**config.mk**
```make
export PLATFORM = sky130hd
export DESIGN_NAME = pipe_hazard_ctrl
export DESIGN_NICKNAME = d
export VERILOG_FILES = /design/src/rtl/pipe_ctrl_pkg.sv /design/src/rtl/pipe_hazard_ctrl_load_use_detect.sv /design/src/rtl/pipe_hazard_ctrl.sv
export SDC_FILE = /design/constraint.sdc
export NUM_CORES = 1
export LEC_CHECK = 0
export ABC_CLOCK_PERIOD_IN_PS = 2250
export CORE_MARGIN = 5
export CORE_UTILIZATION = 47
export DETAILED_ROUTE_END_ITERATION = 8
export PLACE_DENSITY = 0.8
export SLEW_MARGIN = 20
export SYNTH_ARGS = -nofsm -noshare
export SYNTH_HDL_FRONTEND = slang
export SYNTH_SLANG_ARGS = --single-unit
```
**constraint.sdc**
```tcl
create_clock -name clk -period 2.25 [get_ports clk]
set_input_delay 0.45 -clock clk [delete_from_list [all_inputs] [get_ports clk]]
set_output_delay 0.45 -clock clk [all_outputs]
set_load 0.02 [all_outputs]
```
**src/rtl/pipe_ctrl_pkg.sv**
```systemverilog
// Shared definitions for the pipeline hazard controller: FSM state encoding,
// event-counter width and saturation limit.
package pipe_ctrl_pkg;

  localparam int ASIZE_DEF = 4;
  localparam int CNT_W     = 16;
  localparam logic [CNT_W-1:0] CNT_MAX = 16'hFFFF;

  typedef enum logic [1:0] {
    RUN   = 2'd0,
    STALL = 2'd1,
    FLUSH = 2'd2
  } ctrl_state_e;

  function automatic logic [CNT_W-1:0] sat_inc(input logic [CNT_W-1:0] v);
    return (v == CNT_MAX) ? v : v + 16'd1;
  endfunction

endpackage

```
**src/rtl/pipe_hazard_ctrl_load_use_detect.sv**
```systemverilog
// Load-use hazard term: a load in ID/EXE writes a register that the ID
// instruction actually reads. Shared with the forwarding unit.
module load_use_detect #(
  parameter int ASIZE = 4
) (
  input  logic [ASIZE-1:0] id_rs1,
  input  logic [ASIZE-1:0] id_rs2,
  input  logic             id_rs1_used,
  input  logic             id_rs2_used,
  input  logic             ex_memtoreg,
  input  logic             ex_writeenable,
  input  logic [ASIZE-1:0] ex_waddr,
  output logic             hz
);

  logic load_wr_s;
  logic rs1_match_s;
  logic rs2_match_s;

  // Register 0 is hardwired, so a load targeting it never creates a hazard.
  assign load_wr_s   = ex_memtoreg & ex_writeenable & (ex_waddr != {ASIZE{1'b0}});
  assign rs1_match_s = id_rs1_used & (id_rs1 == ex_waddr);
  assign rs2_match_s = id_rs2_used & (id_rs2 == ex_waddr);
  assign hz          = load_wr_s & (rs1_match_s | rs2_match_s);

endmodule

```
**src/rtl/pipe_hazard_ctrl.sv**
```systemverilog
// Pipeline hazard controller: sequences PC, IF/ID and ID/EXE for load-use stalls,
// taken-branch flushes and memory-busy freezes, and counts stall/flush events.
module pipe_hazard_ctrl
  import pipe_ctrl_pkg::*;
#(
  parameter int ASIZE             = ASIZE_DEF,
  parameter int LOAD_STALL_CYCLES = 1,
  parameter int FLUSH_CYCLES      = 1
) (
  input  logic             clk,
  input  logic             rst,
  input  logic [ASIZE-1:0] id_rs1,
  input  logic [ASIZE-1:0] id_rs2,
  input  logic             id_rs1_used,
  input  logic             id_rs2_used,
  input  logic             ex_memtoreg,
  input  logic             ex_writeenable,
  input  logic [ASIZE-1:0] ex_waddr,
  input  logic             br_taken,
  input  logic             mem_busy,
  input  logic             clr_cnt,
  output logic             pc_hold,
  output logic             ifid_hold,
  output logic             ifid_flush,
  output logic             idex_hold,
  output logic             idex_bubble,
  output logic [1:0]       state,
  output logic [CNT_W-1:0] stall_cnt,
  output logic [CNT_W-1:0] flush_cnt
);

  localparam logic [1:0] STALL_REM = 2'(LOAD_STALL_CYCLES - 1);
  localparam logic [1:0] FLUSH_REM = 2'(FLUSH_CYCLES - 1);

  ctrl_state_e      state_d, state_q;
  logic [1:0]       rem_d, rem_q;
  logic [CNT_W-1:0] stall_cnt_d, stall_cnt_q;
  logic [CNT_W-1:0] flush_cnt_d, flush_cnt_q;
  logic             hz_s;
  logic             pc_hold_s, ifid_hold_s, ifid_flush_s, idex_hold_s, idex_bubble_s;
  logic             stall_inc_s, flush_inc_s;

  load_use_detect #(.ASIZE(ASIZE)) u_load_use_detect (
    .id_rs1        (id_rs1),
    .id_rs2        (id_rs2),
    .id_rs1_used   (id_rs1_used),
    .id_rs2_used   (id_rs2_used),
    .ex_memtoreg   (ex_memtoreg),
    .ex_writeenable(ex_writeenable),
    .ex_waddr      (ex_waddr),
    .hz            (hz_s)
  );

  // Prioritised next-state, remaining-cycle count and control decode.
  always_comb begin
    state_d       = state_q;
    rem_d         = rem_q;
    pc_hold_s     = 1'b0;
    ifid_hold_s   = 1'b0;
    ifid_flush_s  = 1'b0;
    idex_hold_s   = 1'b0;
    idex_bubble_s = 1'b0;
    stall_inc_s   = 1'b0;
    flush_inc_s   = 1'b0;
    if (mem_busy) begin
      pc_hold_s   = 1'b1;
      ifid_hold_s = 1'b1;
      idex_hold_s = 1'b1;
    end else if (br_taken) begin
      ifid_flush_s  = 1'b1;
      idex_bubble_s = 1'b1;
      flush_inc_s   = 1'b1;
      if (FLUSH_CYCLES > 1) begin
        state_d = FLUSH;
        rem_d   = FLUSH_REM;
      end else begin
        state_d = RUN;
        rem_d   = 2'd0;
      end
    end else begin
      case (state_q)
        FLUSH: begin
          ifid_flush_s  = 1'b1;
          idex_bubble_s = 1'b1;
          if (rem_q == 2'd1) begin
            state_d = RUN;
            rem_d   = 2'd0;
          end else begin
            rem_d = rem_q - 2'd1;
          end
        end
        STALL: begin
          pc_hold_s     = 1'b1;
          ifid_hold_s   = 1'b1;
          idex_bubble_s = 1'b1;
          stall_inc_s   = 1'b1;
          if (rem_q == 2'd1) begin
            state_d = RUN;
            rem_d   = 2'd0;
          end else begin
            rem_d = rem_q - 2'd1;
          end
        end
        RUN: begin
          if (hz_s) begin
            pc_hold_s     = 1'b1;
            ifid_hold_s   = 1'b1;
            idex_bubble_s = 1'b1;
            stall_inc_s   = 1'b1;
            if (LOAD_STALL_CYCLES > 1) begin
              state_d = STALL;
              rem_d   = STALL_REM;
            end else begin
              state_d = RUN;
            end
          end else begin
            state_d = RUN;
          end
        end
        default: begin
          state_d = RUN;
          rem_d   = 2'd0;
        end
      endcase
    end
  end

  // Counters freeze under mem_busy even against clr_cnt; clr_cnt beats an increment.
  always_comb begin
    stall_cnt_d = stall_cnt_q;
    flush_cnt_d = flush_cnt_q;
    if (mem_busy) begin
      stall_cnt_d = stall_cnt_q;
      flush_cnt_d = flush_cnt_q;
    end else if (clr_cnt) begin
      stall_cnt_d = {CNT_W{1'b0}};
      flush_cnt_d = {CNT_W{1'b0}};
    end else begin
      stall_cnt_d = stall_inc_s ? sat_inc(stall_cnt_q) : stall_cnt_q;
      flush_cnt_d = flush_inc_s ? sat_inc(flush_cnt_q) : flush_cnt_q;
    end
  end

  // State, remaining-cycle and counter registers.
  always_ff @(posedge clk or negedge rst) begin
    if (!rst) begin
      state_q     <= RUN;
      rem_q       <= 2'd0;
      stall_cnt_q <= {CNT_W{1'b0}};
      flush_cnt_q <= {CNT_W{1'b0}};
    end else begin
      state_q     <= state_d;
      rem_q       <= rem_d;
      stall_cnt_q <= stall_cnt_d;
      flush_cnt_q <= flush_cnt_d;
    end
  end

  // Controls are forced low for as long as reset is held.
  assign pc_hold     = rst & pc_hold_s;
  assign ifid_hold   = rst & ifid_hold_s;
  assign ifid_flush  = rst & ifid_flush_s;
  assign idex_hold   = rst & idex_hold_s;
  assign idex_bubble = rst & idex_bubble_s;
  assign state       = state_q;
  assign stall_cnt   = stall_cnt_q;
  assign flush_cnt   = flush_cnt_q;

endmodule

```
==> results.sh, run 1 <==
export IMPL_synth_cell_types=37
export IMPL_die_height_um=75.4
export IMPL_synth_top_area_cell="dfrtp_1"
export IMPL_pwr_share_clk_pct=38.9
export IMPL_yosysMostFrequentCell="dfrtp_1"
export IMPL_grt_max_degree=29
export IMPL_areaGrowthSynthToFinish_pct=38.7
export IMPL_clk_latency_ps=290
export IMPL_antenna_left=0
export IMPL_die_area_um2=5690
export IMPL_syn_area_per_cell_um2=9.90
export IMPL_holdPathEnd="stall_cnt[0]$_DFFE_PN0P_"
export IMPL_clock_sinks=32
export IMPL_p_total_mw=1.42
export IMPL_end_kind="output pin"
export IMPL_cts_tree="done"
export IMPL_synth_compound_area_share_pct=22.8
export IMPL_grt_overflow_total=0
export IMPL_max_vdd_ir_drop_mv=0.415
export IMPL_vias_per_cell=5.55
export IMPL_holdCritPathClass="reg2reg"
export IMPL_synthCells=203
export IMPL_power_share_switching_pct=27.7
export IMPL_period_share_pct=96.4
export IMPL_hold_start="stall_cnt[0]$_DFFE_PN0P_"
export IMPL_grt_pass1_vias=1700
export IMPL_drtIter0Drc=140
export IMPL_dp_hpwl_um=3690
export IMPL_cts_clk_slew_worst_paths_ps=70
export IMPL_seq_power_share_pct=44.1
export IMPL_cap_violations=0
export IMPL_critPathMaxFanout=2
export IMPL_setup_viol=0
export IMPL_layout_drive_gt1_share_pct=19.6
export IMPL_cellPowerDensity_nw_per_um2=508
export IMPL_grt_total_usage_pct=18.5
export IMPL_whs_path_depth=1
export IMPL_place_area_um2=2670
export IMPL_final_core_util_pct=68.2
export IMPL_start_util_pct=49.2
export IMPL_cts_setup_buffers=0
export IMPL_final_area_um2=2790
export IMPL_hold_viol=0
export IMPL_finalCriticalPeriod_ps=2170
export IMPL_root_buffer="clkbuf_8"
export IMPL_drv_slew=0
export IMPL_yosys_area_top_type_share_pct=39.8
export IMPL_htreeDepth=2
export IMPL_r2r_start="stall_cnt[0]$_DFFE_PN0P_"
export IMPL_rr_endpoint="stall_cnt[1]$_DFFE_PN0P_"
export IMPL_synth_xor_area_share_pct=10.0
export IMPL_post_drt_wl_per_cell_um=16.0
export IMPL_leakagePower_nw=1.24
export IMPL_switching_power_mw=0.392
export IMPL_combPwrFrac_pct=17.0
export IMPL_fin_cells=320
export IMPL_fin_skew_ps=6.14
export IMPL_route_detailed_drc=0
export IMPL_crit_required_ps=1800
export IMPL_wl_um=5130
export IMPL_cts_max_path_buffers=2
export IMPL_nets=292
export IMPL_internal_power_mw=1.03
export IMPL_drtPass1Iterations=4
export IMPL_portBuffers=57
export IMPL_place_gp_congestion=0.791
export IMPL_synth_common_cells="32 x dfrtp_1, 22 x nor2_1, 19 x xor2_1, 14 x a41oi_1, 14 x and3_1"
export IMPL_r2r_slack_ps=260
export IMPL_syn_area_um2=2010
export IMPL_antenna_cells=0
export IMPL_path_class="in2out"
export IMPL_synth_edf_count=0
export IMPL_critPathArrivalTime_ps=1720
export IMPL_reg2reg_depth=7
export IMPL_antenna_found_initial=0
export IMPL_ys_seq_elements=32
export IMPL_max_freq_mhz=461
export IMPL_yosysSeqAreaShare_pct=39.8
export IMPL_numPlacedInstances=312
export IMPL_cts_made_buffers=5
export IMPL_status="completed"
export IMPL_synthArstFlopShare_pct=100
export IMPL_nFillCells=352
export IMPL_synth_warnings=0
export IMPL_cts_hold_buf=0
export IMPL_synthTopCellsByArea="dfrtp_1 40%, xor2_1 8.3%, a41oi_1 6.1%"
export IMPL_core_um2=4090
export IMPL_ios=60
export IMPL_vias=1777
export IMPL_startpoint_type="input pin"
export IMPL_synth_fa_ha_area_share_pct=1.24
export IMPL_die_w_um=75.4
export IMPL_synth_top_family_by_area="compound AO/OA/AOI/OAI gates"
export IMPL_synth_mux_area_share_pct=0.996
export IMPL_rows=23
export IMPL_ys_flop_type="dfrtp_1"
export IMPL_grt_pass1_wl_um=8040
export IMPL_yosys_area_share_simple_pct=20.3
## per-stage QoR
| step | setup TNS (ps) | setup slack (ps) | hold WS [ps] |
|---|---|---|---|
| 2_1_floorplan | 0 | 6.68 | 154 |
| 3_3_place_gp | -4450 | -621 | 530 |
| 3_5_place_dp | -5450 | -684 | 524 |
| 4_1_cts | 0 | 10.2 | 538 |
| 5_1_grt | -14.2 | -14.2 | 559 |
| 6_report | 0 | 81.4 | 541 |
## worst max-delay path, stage by stage
cell	delay, ps
dlygate4sd2_1	240
xor2_1	140
nor3_1	180
nand4_1	190
a21oi_4	200
nor2_2	50
nor2_2	130
buf_6	140
## state kept, by name (all words and copies together) (netlist names)
| register | count |
|---|---|
| stall_cnt | 16 |
| flush_cnt | 16 |
## layout by cell type, fill, tap and decap left out, types with 3 or more instances in the layout
cell,n
a21oi_1,4
a21oi_2,10
a41oi_1,14
and2_1,3
and3_1,14
and4_1,3
buf_4,13
clkbuf_2,3
clkbuf_8,5
clkdlybuf4s50_1,39
dfrtp_1,32
dlygate4sd2_1,9
dlymetal6s2s_1,3
inv_1,5
nand2_1,9
nand3_1,6
nand4_1,8
nor2_1,18
nor2_2,4
nor3_1,4
o21a_1,13
xnor2_1,3
xor2_1,19
## area by class of cell
cell class                      instances  area (um2)  area share (%)
Multi-Input combinational cell        156        1150            41.4
Clock inverter                          3        42.5            1.53
Tap cell                               50        62.6            2.24
Sequential cell                        32         801            28.7
Clock buffer                            5        68.8            2.47
Inverter                                5        18.8           0.673
Timing Repair Buffer                   69         642            23.0
## logic make-up after synthesis
group / Yosys count
simple gates: 77
compound gates: 50
flops: 32
xor+xnor: 23
buf+inv: 16
fa+ha+maj: 2
mux: 2
other cells: 1
## worst max path at each step
stage / from / to
3_3_place_gp: ex_waddr[3] / pc_hold
2_1_floorplan: ex_waddr[2] / pc_hold
3_5_place_dp: ex_waddr[0] / ifid_hold
4_1_cts: ex_memtoreg / ifid_hold
5_1_grt: ex_waddr[1] / idex_bubble
6_report: id_rs2[2] / ifid_hold
## power groups by stage
| stage | combinational (mW) | clock, mW | sequential [mW] |
|---|---|---|---|
| 2_1_floorplan | 0.104 | 0 | 0.647 |
| 4_1_cts | 0.240 | 0.562 | 0.624 |
| 5_1_grt | 0.261 | 0.588 | 0.628 |
| 3_3_place_gp | 0.240 | 0 | 0.635 |
| 3_5_place_dp | 0.247 | 0 | 0.635 |
| 6_report | 0.242 | 0.551 | 0.624 |
## layer usage
metal	track usage [%]	vias to the layer above	wire [um]
met5	0	-	0
met4	6.21	0	49
met3	4.88	5	333
met2	30.1	45	2470
met1	24.0	854	2280
li1	-	873	-
## repair_timing
| action | 4_1_cts | 5_1_grt |
|---|---|---|
| pin swaps | 7 | 6 |
| endpoints found under the setup margin | 5 | 3 |
| cloned | 0 | 0 |
| resized for setup | 31 | 14 |
Note: power is estimated with default switching activity, not from simulation.
==> run 2: changes to the inputs <==
Settings changed: SKIP_LAST_GASP from default to 1.
==> results of run 2 <==
The final DEF is identical to that of run 1; final timing and power are the same.
